<file path="config.mk">
export PLATFORM = sky130hd
export DESIGN_NAME = cpu_run_ctrl_flat
export DESIGN_NICKNAME = d
export VERILOG_FILES = /design/src/rtl/cpu_run_ctrl_if.sv /design/src/rtl/cpu_run_ctrl.sv /design/src/flat_wrapper.sv
export SDC_FILE = /design/constraint.sdc
export NUM_CORES = 1
export LEC_CHECK = 0
export CAP_MARGIN = 20
export CORE_MARGIN = 3
export CORE_UTILIZATION = 35
export DETAILED_ROUTE_END_ITERATION = 8
export MAX_ROUTING_LAYER = met4
export PLACE_DENSITY = 0.53
export SETUP_SLACK_MARGIN = 0.2
export SLEW_MARGIN = 20
export SYNTH_ARGS = -nofsm -noshare
export SYNTH_HDL_FRONTEND = slang
export SYNTH_SLANG_ARGS = --single-unit
</file>
<file path="constraint.sdc">
create_clock -name clk -period 2.4 [get_ports clk]
set_clock_uncertainty 0.05 [all_clocks]
set_input_delay 0.48 -clock clk [delete_from_list [all_inputs] [get_ports clk]]
set_output_delay 0.48 -clock clk [all_outputs]
set_load 0.05 [all_outputs]
</file>
<file path="src/rtl/cpu_run_ctrl_if.sv">
// rtl/cpu_run_ctrl_if.sv - CPU run-control bundle between the run/step controller and the core
//
// Purpose: carries the clock-enable, stall, mode and retired-step count from
//          cpu_run_ctrl to the pipelined CPU core and the display path.
// Signals:
//   cpu_ce     - one-cycle CPU clock-enable pulse per CPU advance
//   cpu_stall  - high whenever the controller is not in free-run
//   mode       - 00 HALT, 01 RUN, 10 STEP
//   step_count - cpu_ce pulses issued since reset, wraps at 16 bits
// Modports:
//   master - the run controller (drives everything)
//   slave  - the CPU core / display (observes everything)

interface cpu_run_ctrl_if;
    logic        cpu_ce;
    logic        cpu_stall;
    logic [1:0]  mode;
    logic [15:0] step_count;

    modport master (
        output cpu_ce,
        output cpu_stall,
        output mode,
        output step_count
    );

    modport slave (
        input cpu_ce,
        input cpu_stall,
        input mode,
        input step_count
    );
endinterface

</file>
<file path="src/rtl/cpu_run_ctrl.sv">
// rtl/cpu_run_ctrl.sv - HALT/RUN/STEP controller producing the CPU clock enable
//
// Purpose: synchronises and debounces the raw step button and run switch,
//          sequences HALT/RUN/STEP, and generates the CPU clock enable,
//          stall level and a retired-step counter.
// Parameters:
//   DEBOUNCE_CYCLES - consecutive stable edges before a raw change is accepted
//   RUN_DIV         - clock cycles per cpu_ce pulse while free-running (1..2^32-1)
// Ports:
//   clk      - 100 MHz board clock, all state on the rising edge
//   reset    - synchronous, active-high
//   btn_step - raw bouncing step push-button, active high
//   sw_run   - raw run switch, 1 = free-run
//   ctl      - cpu_run_ctrl_if.master: cpu_ce, cpu_stall, mode, step_count

module cpu_run_ctrl #(
    parameter int unsigned DEBOUNCE_CYCLES = 1000000,
    parameter int unsigned RUN_DIV         = 50000000
) (
    input  logic            clk,
    input  logic            reset,
    input  logic            btn_step,
    input  logic            sw_run,
    cpu_run_ctrl_if.master  ctl
);

    // Debounce counter only has to reach DEBOUNCE_CYCLES-1.
    localparam int DB_W = (DEBOUNCE_CYCLES > 1) ? $clog2(DEBOUNCE_CYCLES) : 1;
    localparam logic [DB_W-1:0] DB_LAST  = DB_W'(DEBOUNCE_CYCLES - 1);
    localparam logic [31:0]     DIV_LAST = 32'(RUN_DIV - 1);

    // Input index: bit 0 = step button, bit 1 = run switch.
    localparam int BTN = 0;
    localparam int RUN = 1;

    typedef enum logic [1:0] {
        ST_HALT = 2'b00,
        ST_RUN  = 2'b01,
        ST_STEP = 2'b10
    } state_t;

    logic [1:0]      raw;
    logic [1:0]      sync1;
    logic [1:0]      sync2;
    logic [1:0]      db;
    logic [DB_W-1:0] db_cnt [2];
    logic            btn_db_prev;
    logic            step_req;

    state_t          state;
    logic [31:0]     div_cnt;
    logic [15:0]     step_cnt;
    logic            cpu_ce;

    assign raw = {sw_run, btn_step};

    // Two-flop synchronisers feed per-input debouncers. The debouncer only
    // looks at sync2; a change is accepted on the edge where sync2 has
    // disagreed with db for DEBOUNCE_CYCLES consecutive edges, and any
    // agreement in between restarts the count.
    always_ff @(posedge clk) begin
        if (reset) begin
            sync1       <= '0;
            sync2       <= '0;
            db          <= '0;
            btn_db_prev <= 1'b0;
            for (int i = 0; i < 2; i++) begin
                db_cnt[i] <= '0;
            end
        end else begin
            sync1       <= raw;
            sync2       <= sync1;
            btn_db_prev <= db[BTN];
            for (int i = 0; i < 2; i++) begin
                if (sync2[i] == db[i]) begin
                    db_cnt[i] <= '0;
                end else if (db_cnt[i] == DB_LAST) begin
                    db[i]     <= sync2[i];
                    db_cnt[i] <= '0;
                end else begin
                    db_cnt[i] <= db_cnt[i] + DB_W'(1);
                end
            end
        end
    end

    // Rising edge of the debounced button only: one request per press,
    // nothing on release, nothing while held.
    assign step_req = db[BTN] & ~btn_db_prev;

    // HALT/RUN/STEP sequencer with the run-rate divider. The divider is held
    // at zero outside RUN, so entering RUN always starts a fresh period and
    // leaving RUN discards any partial period.
    always_ff @(posedge clk) begin
        if (reset) begin
            state    <= ST_HALT;
            div_cnt  <= '0;
            step_cnt <= '0;
        end else begin
            if (cpu_ce) begin
                step_cnt <= step_cnt + 16'd1;
            end

            case (state)
                ST_HALT: begin
                    div_cnt <= '0;
                    // Run switch wins over a simultaneous step request.
                    if (db[RUN]) begin
                        state <= ST_RUN;
                    end else if (step_req) begin
                        state <= ST_STEP;
                    end
                end
                ST_STEP: begin
                    div_cnt <= '0;
                    state   <= ST_HALT;
                end
                ST_RUN: begin
                    if (!db[RUN]) begin
                        state   <= ST_HALT;
                        div_cnt <= '0;
                    end else if (div_cnt == DIV_LAST) begin
                        div_cnt <= '0;
                    end else begin
                        div_cnt <= div_cnt + 32'd1;
                    end
                end
                default: begin
                    state   <= ST_HALT;
                    div_cnt <= '0;
                end
            endcase
        end
    end

    // Outputs decode registered state only; no raw input reaches them
    // combinationally.
    assign cpu_ce = (state == ST_STEP) ||
                    ((state == ST_RUN) && (div_cnt == DIV_LAST));

    assign ctl.cpu_ce     = cpu_ce;
    assign ctl.cpu_stall  = (state != ST_RUN);
    assign ctl.mode       = state;
    assign ctl.step_count = step_cnt;

endmodule

</file>
<file path="src/flat_wrapper.sv">
// flat-port wrapper written by rule: the top's interface ports become plain ports
module cpu_run_ctrl_flat 
#(
    parameter int unsigned DEBOUNCE_CYCLES = 1000000,
    parameter int unsigned RUN_DIV         = 50000000
)
  (clk, reset, btn_step, sw_run, ctl_cpu_ce, ctl_cpu_stall, ctl_mode, ctl_step_count);
  cpu_run_ctrl_if ctl_i ();
  input  logic clk;
  input  logic reset;
  input  logic btn_step;
  input  logic sw_run;
  output wire logic [$bits(ctl_i.cpu_ce)-1:0] ctl_cpu_ce;
  output wire logic [$bits(ctl_i.cpu_stall)-1:0] ctl_cpu_stall;
  output wire logic [$bits(ctl_i.mode)-1:0] ctl_mode;
  output wire logic [$bits(ctl_i.step_count)-1:0] ctl_step_count;
  assign ctl_cpu_ce = ctl_i.cpu_ce;
  assign ctl_cpu_stall = ctl_i.cpu_stall;
  assign ctl_mode = ctl_i.mode;
  assign ctl_step_count = ctl_i.step_count;
  cpu_run_ctrl #(.DEBOUNCE_CYCLES(DEBOUNCE_CYCLES), .RUN_DIV(RUN_DIV)) u_core (.clk(clk), .reset(reset), .btn_step(btn_step), .sw_run(sw_run), .ctl(ctl_i));
endmodule
</file>
# --- Word-level counts from Yosys, hierarchy flattened ---
# Memories as Yosys holds them, arrays and structs flattened.
# Index checks and enable logic that the tools add are counted.
# Widths: inputs -> output; s select.
classes:
  div_mod_pow: 0
  bitwise: 12
  reduce_logical: 7
  n_addsub: 4
  n_lt_le_gt_ge: 0
  mul: 0
  muxes: 34
  eq_ne: 10
  n_shift: 0
ops:
  columns: ["op", "count"]
  rows:
  - ["$mux 20", 6]
  - ["$add 20x1->20 const B", 2]
  - ["$eq 20x20->1 const B", 2]
  - ["$add 32x1->32 const B", 1]
  - ["$eq 32x26->1 const B", 1]
  - ["$mux 1", 24]
  - ["$add 16x1->16 const B", 1]
  - ["$mux 2", 3]
  - ["$or 1x1->1", 6]
  - ["$reduce_and 2->1", 3]
  - ["$not 1->1", 5]
  - ["$pmux 2 s2", 1]
  - ["$reduce_or 4->1", 1]
  - ["$ne 3x1->1 const B", 1]
  - ["$eq 1x1->1", 2]
  - ["$eq 2x1->1 const B", 1]
  - ["$eq 2x2->1 const B", 1]
  - ["$logic_not 2->1", 1]
  - ["$ne 2x1->1 const B", 1]
  - ["$ne 2x2->1 const B", 1]
  - ["$and 1x1->1", 1]
  - ["$logic_and 1x1->1", 1]
  - ["$logic_or 1x1->1", 1]
word_totals:
  latch_bits: 0
  ramBits: 40
  output_inout_bits: 20
  register_bits: 57
  mem_count: 1
  rom_bits: 0
mem_list:
  columns: ["memory", "depth", "word_bits", "rd", "rd_clocked_by_memory_dff", "wr", "line", "rtl"]
  rows:
  - ["u_core.db_cnt", 2, 20, 2, 0, 2, "cpu_run_ctrl.sv:46", "logic [DB_W-1:0] db_cnt [2];"]

# --- Longest topological paths before layout ---
depth:
  ltp_word: 7
  ltp_mapped: 7
  ltp_nobuf: 6

# --- Worst setup path before layout ---
# No wires, ideal clock.
synth_timing:
  kind: "reg2out"
  from: "reg u_core.state[0], in the netlist u_core.ctl.mode[0]"
  to: "out ctl_cpu_ce"
  setup_slack_ns: 0.194
  stages_incl_launch_ff: 6
  path_buffers: 2
  t_required_ns: 1.870
  arrival_ns: 1.676
  path_cell_list: "dfxtp_1 nor2b_1 buf_2 nand3_2 buf_2 nand2_1"
synth_via:
  elab_chain_len: 3
  word_cells_on_any_way: 4
synth_rtl:
  columns: ["item", "line", "rtl"]
  rows:
  - ["start: declaration", "cpu_run_ctrl.sv:50", "state_t state;"]
  - ["start signal: assignment", "cpu_run_ctrl.sv:96", "state <= ST_HALT;"]
  - ["start signal: assignment", "cpu_run_ctrl.sv:109", "state <= ST_RUN;"]
  - ["start signal: assignment", "cpu_run_ctrl.sv:111", "state <= ST_STEP;"]
  - ["$eq 2x1->1", "cpu_run_ctrl.sv:139", "((state == ST_RUN) && (div_cnt == DIV_LAST));"]
  - ["$logic_and 1x1->1", "cpu_run_ctrl.sv:139", null]
  - ["$logic_or 1x1->1 *", "cpu_run_ctrl.sv:138", "assign cpu_ce = (state == ST_STEP) ||"]
  - ["end: declaration", "flat_wrapper.sv:13", "output wire logic [$bits(ctl_i.cpu_ce)-1:0] ctl_cpu_ce;"]
# Mark *: on every way between the ends. The rest lies on a longest branch, timed or not.

# --- Worst setup path in the final report ---
layout_timing:
  from: "reg u_core.div_cnt[0]"
  to: "out ctl_cpu_ce"
layout_via:
  elab_chain_len: 3
layout_rtl:
  columns: ["item", "line", "rtl"]
  rows:
  - ["start: declaration", "cpu_run_ctrl.sv:51", "logic [31:0] div_cnt;"]
  - ["start signal: assignment", "cpu_run_ctrl.sv:125", "div_cnt <= div_cnt + 32'd1;"]
  - ["$eq 32x26->1", "cpu_run_ctrl.sv:139", null]
  - ["$logic_and 1x1->1", "cpu_run_ctrl.sv:139", null]
  - ["$logic_or 1x1->1", "cpu_run_ctrl.sv:138", null]
# No other way between the ends.

==> results.yml <==
sta:
  max_slew_margin_pct: 55.87
  setup_viol: 0
  hold_viol: 0
  slew_violations: 0
  holdWs_ns: 0.4019
  rsz0062_at_grt: "yes"
  min_period_ns: 2.249
  timing.fmax_mhz: 444.7
  min_period_over_period_pct: 93.71
  setup_tns_ns: 0
  tightest_slew_ns: 0.6620
synthesis:
  yosysTopAreaCell: "edfxtp_1"
  ys_warn_count: 0
  synthFlopType: "dfxtp_1"
  syn_avg_cell_area_um2: 9.328
  synth_enable_flop_cells: 40
  synthDistinctLibCells: 43
  synth_seq_cells: 97
  syn_area_um2: 4916
  synth_top_area_share_pct: 24.43
  synthTopCellsByArea: "edfxtp_1, dfxtp_1, nor2_1, xor2_1, nand3_1"
  async_flop_share_pct: 0
  synth_seq_area_share_pct: 47.65
  postSynthCellCount: 527
power_and_ir_drop:
  swShare_pct: 19.68
  design_power_total_mw: 3.571
  seq_power_share_pct: 50.1
  power.leakage_nw: 2.165
  pwr-share-comb_pct: 2.9
  p_int_mw: 2.868
  clockPowerShare_pct: 47.0
  ir_drop_v: 0.0004299
  switchingPower_uw: 702.6
  power.density_nw_per_um2: 592.2
grt:
  grt_pass1_vias: 3677
  grt_usage_pct: 13.39
  grt_max_degree: 41
  antenna_found_initial: 0
  overflow: 0
  grt_pass1_wl_um: 17190
clocking:
  cts_buffer_depth: 2
  cts.clk_slew.worst_paths_ns: 0.06
  tritoncts: "yes"
  cts.root.buffer_cell: "clkbuf_16"
  hold_buffers: 0
  clk_latency_ns: 0.34
  ctsHtreeMaxLevel: 3
  numCtsBuffers: 9
  cts.sinks: 97
setup_path:
  cp-end-kind: "output port"
  crit_path_max_fanout: 5
  crit_path_start_kind: "register"
  crit_arrival_ns: 1.72
  critPathRequiredTime_ns: 1.87
  critPathKind: "register to output port"
  r2r_cells: 8
placement:
  hpwl_um: 6806
  place_congestion: 0.7899
  post_dp_cell_area_um2: 5589
  io_buffers: 23
finish:
  area_growth_syn_to_layout_pct: 22.65
  diodes: 0
  most-common-layout-cells: "nor2_1, dfxtp_1, nand3_1, xor2_1"
  final_nets: 606
  drive_gt1_share_pct: 10.28
  num-fill-cells: 1294
  final_common_cell: "nor2_1"
  stdcell_area_um2: 6030
route:
  vias: 3820
  totalWireLength_um: 9675
  wl_per_cell_um: 12.42
  dr.pass1.iters: 4
  drc_errors: 0
  first_iter_violations: 260
  viasPerCell: 4.904
  detail-route-antenna-nets: 0
floorplan:
  boundaryPins: 24
  initial_core_util_pct: 36.40
  fp.dieH_um: 124.5
  dieArea_um2: 15500
  rows: 42
  die_x_um: 124.5
  coreArea_um2: 13510
hold_path:
  hold_path.class: "register to register"
  hold_depth: 1
status:
  status: "completed"
job:
  maxCapViolCount: 0
## synth_stat cells (3+ instances only)
cell / number
and3_1: 15
o21ai_0: 6
edfxtp_1: 40
a211oi_1: 3
mux2_2: 10
nor2b_1: 18
xnor2_1: 25
or3_1: 4
nor4_1: 7
and2_1: 5
dfxtp_1: 57
mux2i_1: 4
xor2_1: 41
nor3_1: 14
nor4b_1: 5
clkbuf_1: 10
buf_2: 9
and4_1: 6
nor2_1: 103
ha_1: 4
nand3_1: 44
a21oi_1: 5
inv_1: 9
nand2_1: 28
nand4_1: 32
## final cells by class
class	count	area (um^2)	share of cell area, %
inverter	9	33.78	0.5603
clock inverter	5	101.3	1.681
clock buffer	11	254.0	4.213
timing repair buffer	40	407.9	6.765
sequential	97	2356	39.07
tap	176	220.2	3.652
multi-input combinational	441	2656	44.05
## power groups by stage
| stage | Clock [mW] | Combinational [mW] | Sequential, mW |
|---|---|---|---|
| after global routing | 1.80 | 0.118 | 1.79 |
| after detailed placement | 0 | 0.104 | 1.83 |
| final | 1.68 | 0.103 | 1.79 |
| after CTS | 1.74 | 0.103 | 1.79 |
| after global placement | 0 | 0.103 | 1.83 |
| after floorplan | 0 | 0.0687 | 1.83 |
## repair_timing
item	CTS	global route
setup endpoints to repair	5	30
pin swaps	5	2
setup buffers	2	0
gates resized for setup	14	11
cloned	0	0
## through the flow
step                      setup slack, ns  std cells  util [%]
after floorplan                    0.2554        566         -
after global placement             0.3408        761     41.38
after detailed placement           0.3059        761     41.38
after CTS                          0.1208        779     44.36
after global routing              0.07040        779     44.65
final                              0.1510        779     44.65
## worst max-delay path: stages, from the launching register on
cell and delay, ns:
dfxtp_4 0.37, ha_4 0.12, nand4_1 0.13, nor4_4 0.39
nand3_4 0.13, nand2_4 0.09, buf_12 0.14
## logic make-up after synthesis
family	count (synthesis)	share of synthesized area, %
mux	14	3.105
buf+inv	28	2.367
xor+xnor	66	11.76
compound gates	21	2.723
fa+ha+maj	4	1.018
simple gates	296	31.31
flops	97	47.65
other cells	1	0.07628
## worst paths after layout
check,from,endpoint,slack (ns)
worst min-delay path,u_core.sync1[0]$_SDFF_PP0_,u_core.sync2[0]$_SDFF_PP0_,0.40
worst min register to register,u_core.sync1[0]$_SDFF_PP0_,u_core.sync2[0]$_SDFF_PP0_,0.40
worst max register to register,u_core.div_cnt[0]$_SDFF_PP0_,u_core.ctl.step_count[2]$_SDFFE_PP0P_,0.24
worst max-delay path,u_core.div_cnt[0]$_SDFF_PP0_,ctl_cpu_ce,0.15
## state kept, by name, summed over array words and instances, names as in the netlist
register and flops:
u_core.sync2 2, u_core.ctl.mode 2, u_core.ctl.step_count 16, u_core.db_cnt 40, u_core.div_cnt 32, u_core.db 2, u_core.sync1 2, u_core.btn_db_prev 1
## per-layer routing
metal | global-route usage [%] | vias to the layer above | wire length, um
li1 | - | 1960 | -
met1 | 17.48 | 1801 | 4675
met2 | 20.87 | 47 | 4543
met3 | 3.087 | 12 | 332
met4 | 3.933 | 0 | 123
met5 | - | - | 0
(Power assumes the default switching activity.)
